### src/rtl/mul_grs_normalizer_if.sv
// Handshake and data bundle between the multiplier front end, the GRS normaliser
// and the downstream rounding stage.
// The slave modport is the normaliser's view. The master modport is its environment:
// the product source plus the rounding-stage sink.
interface mul_grs_normalizer_if #(
  parameter int unsigned W_EXP = 10
) ();

  // Upstream: raw product in
  logic                    in_valid;
  logic                    in_ready;
  logic [47:0]             prod;
  logic signed [W_EXP-1:0] exp_in;
  logic                    sign_in;

  // Downstream: normalised fraction plus guard/round/sticky out
  logic                    out_valid;
  logic                    out_ready;
  logic [25:0]             mul_normalize;
  logic signed [W_EXP-1:0] exp_out;
  logic                    sign_out;
  logic                    zero_out;
  logic                    ovf_out;
  logic                    uflow_out;

  modport slave (
    input  in_valid, prod, exp_in, sign_in, out_ready,
    output in_ready, out_valid, mul_normalize, exp_out, sign_out, zero_out, ovf_out,
           uflow_out
  );

  modport master (
    output in_valid, prod, exp_in, sign_in, out_ready,
    input  in_ready, out_valid, mul_normalize, exp_out, sign_out, zero_out, ovf_out,
           uflow_out
  );

endinterface

### src/rtl/mul_grs_normalizer.sv
// Normalises a raw 24x24 mantissa product so the hidden one lands at bit 46.
// It adjusts the exponent to match and produces {frac[22:0], guard, round, sticky}
// for the rounding stage.
// Products with the top bit at 46 or 47 finish in one cycle. Smaller products, which
// come from denormal operands, are shifted left one bit per enabled cycle.
module mul_grs_normalizer #(
  parameter int unsigned W_EXP   = 10,
  parameter int          EXP_MIN = -126,
  parameter int          EXP_MAX = 127
) (
  input logic                 clk,
  input logic                 arst_n,
  input logic                 en,
  mul_grs_normalizer_if.slave bus
);

  typedef enum logic [1:0] {StIdle, StShift, StDone} state_e;

  localparam logic signed [W_EXP-1:0] ExpMinW = W_EXP'(EXP_MIN);
  localparam logic signed [W_EXP-1:0] ExpMaxW = W_EXP'(EXP_MAX);
  localparam logic signed [W_EXP-1:0] ExpOne  = W_EXP'(1);

  state_e                  state_q;
  // R[45:0] only. The hidden bit is always 1 at DONE, or the whole product is zero
  // and zero_q is set, so it is never stored.
  logic [45:0]             r_q;
  logic signed [W_EXP-1:0] exp_q;
  logic                    sign_q;
  logic                    lost_q;  // bit dropped by the right shift on the bit-47 path
  logic                    zero_q;

  // Control FSM plus datapath registers. en low freezes everything.
  always_ff @(posedge clk or negedge arst_n) begin
    if (!arst_n) begin
      state_q <= StIdle;
      r_q     <= '0;
      exp_q   <= '0;
      sign_q  <= 1'b0;
      lost_q  <= 1'b0;
      zero_q  <= 1'b0;
    end else if (en) begin
      unique case (state_q)
        StIdle: begin
          if (bus.in_valid) begin
            r_q    <= bus.prod[45:0];
            exp_q  <= bus.exp_in;
            sign_q <= bus.sign_in;
            lost_q <= 1'b0;
            zero_q <= 1'b0;
            if (bus.prod == 48'd0) begin
              zero_q  <= 1'b1;
              exp_q   <= '0;
              state_q <= StDone;
            end else if (bus.prod[47]) begin
              r_q     <= bus.prod[46:1];
              lost_q  <= bus.prod[0];
              exp_q   <= bus.exp_in + ExpOne;
              state_q <= StDone;
            end else if (bus.prod[46]) begin
              state_q <= StDone;
            end else begin
              state_q <= StShift;
            end
          end
        end
        StShift: begin
          r_q   <= {r_q[44:0], 1'b0};
          exp_q <= exp_q - ExpOne;
          // R[45] moves up into the hidden position with this shift.
          if (r_q[45]) begin
            state_q <= StDone;
          end
        end
        StDone: begin
          if (bus.out_ready) begin
            state_q <= StIdle;
          end
        end
        default: state_q <= StIdle;
      endcase
    end
  end

  // Output decode from the held registers. All of it stays stable while DONE.
  always_comb begin
    bus.in_ready      = (state_q == StIdle) & en;
    bus.out_valid     = (state_q == StDone);
    bus.mul_normalize = {r_q[45:23], r_q[22], r_q[21], (|r_q[20:0]) | lost_q};
    bus.exp_out       = exp_q;
    bus.sign_out      = sign_q;
    bus.zero_out      = zero_q;
    bus.ovf_out       = (exp_q > ExpMaxW);
    bus.uflow_out     = (exp_q < ExpMinW) & ~zero_q;
  end

endmodule

### src/flat_wrapper.sv
// flat-port wrapper written by rule: the top's interface ports become plain ports
module mul_grs_normalizer_flat 
#(
  parameter int unsigned W_EXP   = 10,
  parameter int          EXP_MIN = -126,
  parameter int          EXP_MAX = 127
)
  (clk, arst_n, en, bus_in_valid, bus_prod, bus_exp_in, bus_sign_in, bus_out_ready, bus_in_ready, bus_out_valid, bus_mul_normalize, bus_exp_out, bus_sign_out, bus_zero_out, bus_ovf_out, bus_uflow_out);
  mul_grs_normalizer_if #(.W_EXP(W_EXP)) bus_i ();
  input logic clk;
  input logic arst_n;
  input logic en;
  input wire logic [$bits(bus_i.in_valid)-1:0] bus_in_valid;
  input wire logic [$bits(bus_i.prod)-1:0] bus_prod;
  input wire logic [$bits(bus_i.exp_in)-1:0] bus_exp_in;
  input wire logic [$bits(bus_i.sign_in)-1:0] bus_sign_in;
  input wire logic [$bits(bus_i.out_ready)-1:0] bus_out_ready;
  output wire logic [$bits(bus_i.in_ready)-1:0] bus_in_ready;
  output wire logic [$bits(bus_i.out_valid)-1:0] bus_out_valid;
  output wire logic [$bits(bus_i.mul_normalize)-1:0] bus_mul_normalize;
  output wire logic [$bits(bus_i.exp_out)-1:0] bus_exp_out;
  output wire logic [$bits(bus_i.sign_out)-1:0] bus_sign_out;
  output wire logic [$bits(bus_i.zero_out)-1:0] bus_zero_out;
  output wire logic [$bits(bus_i.ovf_out)-1:0] bus_ovf_out;
  output wire logic [$bits(bus_i.uflow_out)-1:0] bus_uflow_out;
  assign bus_i.in_valid = bus_in_valid;
  assign bus_i.prod = bus_prod;
  assign bus_i.exp_in = bus_exp_in;
  assign bus_i.sign_in = bus_sign_in;
  assign bus_i.out_ready = bus_out_ready;
  assign bus_in_ready = bus_i.in_ready;
  assign bus_out_valid = bus_i.out_valid;
  assign bus_mul_normalize = bus_i.mul_normalize;
  assign bus_exp_out = bus_i.exp_out;
  assign bus_sign_out = bus_i.sign_out;
  assign bus_zero_out = bus_i.zero_out;
  assign bus_ovf_out = bus_i.ovf_out;
  assign bus_uflow_out = bus_i.uflow_out;
  mul_grs_normalizer #(.W_EXP(W_EXP), .EXP_MIN(EXP_MIN), .EXP_MAX(EXP_MAX)) u_core (.clk(clk), .arst_n(arst_n), .en(en), .bus(bus_i));
endmodule
### config.mk
export PLATFORM = sky130hd
export DESIGN_NAME = mul_grs_normalizer_flat
export DESIGN_NICKNAME = d
export VERILOG_FILES = /design/src/rtl/mul_grs_normalizer_if.sv /design/src/rtl/mul_grs_normalizer.sv /design/src/flat_wrapper.sv
export SDC_FILE = /design/constraint.sdc
export NUM_CORES = 1
export LEC_CHECK = 0
export CAP_MARGIN = 20
export CORE_MARGIN = 2
export CORE_UTILIZATION = 44
export CTS_CLUSTER_SIZE = 20
export DETAILED_ROUTE_END_ITERATION = 10
export HOLD_SLACK_MARGIN = 0.05
export PLACE_DENSITY = 0.77
export SLEW_MARGIN = 30
export SYNTH_ARGS = -nofsm -noshare
export SYNTH_HDL_FRONTEND = slang
export SYNTH_SLANG_ARGS = --single-unit
### constraint.sdc
create_clock -name clk -period 1.65 [get_ports clk]
set_input_delay 0.33 -clock clk [delete_from_list [all_inputs] [get_ports clk]]
set_output_delay 0.33 -clock clk [all_outputs]
set_load 0.03 [all_outputs]
==> reports/metrics.csv <==
metric,value,unit
status,"complete, but fails checks",
failing checks,negative setup slack,
"area leader, netlist",dfrtp_1,
final hold slack,350,ps
Setup WS post-layout,-550,ps
sequential area share after synthesis,40.5,%
Overflow after GRT,0,
Worst Path Required,1320,ps
DRC,0,
total number of vias,3937,
Avg Inst Size Synth,9.61,um2
post-route ant nets,0,
num rows,33,
# nets final,639,
Clock Latency Late Sink,350,ps
vias per cell,5.77,
RR Startpoint,u_core.bus.exp_out[1]$_DFFE_PN0P_,
highest clock rate,454,MHz
Crit. Startpoint,u_core.r_q[9]$_DFFE_PN0P_,
Core ar.,8260,um2
CTS tree,yes,
crit path launch type,register,
Post-synth EDFFs,0,
top cell type's share of synthesized area,40.5,%
Hold Path Class,in2reg,
drt pass-1 iters,4,
initial antenna violation count,0,
Synth Flop Type,dfrtp_1,
most frequent cell after synthesis,dfrtp_1,
Yosys Warn Count,0,
# fillers,616,
syn nets,458,
Tot GR Track Use,26.9,%
VDD IR max,606,uV
vias in the first global route,4059,
fin crit period,2200,ps
most common library cells after synthesis,"61 x dfrtp_1, 54 x o21ai_0, 50 x mux2i_1",
RD Place Congestion,0.878,
Die Y,96.5,um
Max-cap violations,0,
die area,9320,um2
ant diodes,0,
Routed WL per cell,18.2,um
H-Tree Depth,3,
Total Wirelength,12.4,mm
max-slew violations,0,
Post-DP HPWL,8.65,mm
CP max FO,2,
first-pass GRT wire length,19.2,mm
maximum buffer depth of the clock tree,2,
area grow syn2layout,58.5,%
Finished Layout Cells,682,
hold_sp,bus_prod[27],
CP Capture Type,primary output,
synth unique cells,42,
drt initial violations,208,
Die X,96.5,um
Pleak,2.83,nW
P per Cell Area,1530,nW/um2
IO Pins,106,
largest net degree at the start of global routing,62,
Initial Utilization,45.6,%
final hold vios,0,
port bufs,105,
worst clock skew,5.07,ps
cell count after synthesis,392,
clock-pin slew on the worst setup and hold paths,70,ps
placed insts,659,
share of post-route cells with drive strength above 1,32.2,%
Worst EP arrival,1870,ps
Slew @ Worst Pin,362,ps
Yosys reg bits,61,
Max-slew headroom,75.6,%
Setup-failing EPs final,2,
synthesized area,3770,um2
period utilization,133,%
"Async S/R FF share, synth",100,%
CTS root buf,clkbuf_8,
unrepaired setup endpoints after global routing,true,
top post-synthesis cells by area,"dfrtp_1 41%, mux2i_1 13%, a22oi_1 7.8%",
CTS buffer count,9,
CTS sink cnt,61,
critical setup path kind,reg2out,
[cell usage in the layout (no fill, tap or decap), types with 11 or more instances in the layout]
cell,synthesis,routed
dlygate4sd2_1,0,69
nor2_1,11,11
clkdlybuf4s50_1,0,13
a22oi_1,39,39
buf_4,26,106
nor4_2,0,15
nand2_1,30,29
mux2i_1,50,50
o21ai_0,54,52
dfrtp_1,61,55
[sequential cells by signal, summed over array words and instances (netlist names)]
register,cells
u_core.bus.exp_out,10
u_core.bus.sign_out,1
u_core.bus.zero_out,1
u_core.lost_q,1
u_core.r_q,46
u_core.state_q,2
[area by class of cell]
type	instances	area [um2]	area share, %
Tap cell	105	131	2.20
Inverter	5	18.8	0.314
Clock buffer	10	128	2.14
Sequential cell	61	1530	25.7
Clock inverter	5	100	1.68
Timing Repair Buffer	220	1910	32.0
Multi-Input combinational cell	276	2150	35.9
[worst max-delay path: stages (launching register included)]
cell and delay [ps]:
dfrtp_1 390, nor4_1 320, nand4_1 150, or4_4 500
buf_6 150
[where the power goes]
| part | switching (mW) | internal [mW] |
|---|---|---|
| registers | 0.580 | 2.19 |
| clock network | 0.608 | 0.990 |
| logic | 2.72 | 2.08 |
| total | 3.91 | 5.26 |
[metal layers]
metal	vias to the layer above	part of all wire [%]	track usage, %
met4	0	2.6	12.0
met3	28	5.5	4.03
met5	-	0	0
li1	1824	-	-
met2	165	51	46.9
met1	1920	41	33.0
[worst paths after layout]
path                                                           to  slack, ps  cells after the start
worst min-delay path                   u_core.r_q[26]$_DFFE_PN0P_        350                      3
worst max register to register  u_core.bus.exp_out[3]$_DFFE_PN0P_         50                      6
min in group asynchronous              u_core.r_q[34]$_DFFE_PN0P_        520                      3
worst min register to register          u_core.lost_q$_DFFE_PN0P_        510                      2
worst max-delay path                         bus_mul_normalize[0]       -550                      4
max in group asynchronous       u_core.bus.exp_out[3]$_DFFE_PN0P_        840                      3
[repair_timing]
action / CTS / global route
gates resized for setup: 112 / 38
pin swaps: 24 / 19
gates cloned: 1 / 0
hold endpoints to repair: 61 / 0
buffers inserted: 4 / 2
hold buffers: 1 / 0
endpoints found under the setup margin: 55 / 43
[cells by family after synthesis]
kind of cell,count (synthesis),share of synthesized area [%]
fa+ha+maj,2,0.664
simple gates,93,13.5
compound gates,121,20.5
flops,61,40.5
buf+inv,55,9.16
xor+xnor,9,2.09
mux,51,13.6
[metrics by stage]
step	total power, mW	TNS [ps]	util [%]	instance area, um2	worst slack [ps]
6_report	9.17	-932	72.3	5970	-550
3_3_place_gp	7.28	-19120	67.2	5550	-660
4_1_cts	8.90	-956	71.0	5870	-556
3_5_place_dp	7.47	-20790	67.2	5550	-662
5_1_grt	9.68	-1210	72.3	5970	-637
2_1_floorplan	5.54	-239	-	3830	-180
No activity file was read; power rests on OpenSTA's default activity.
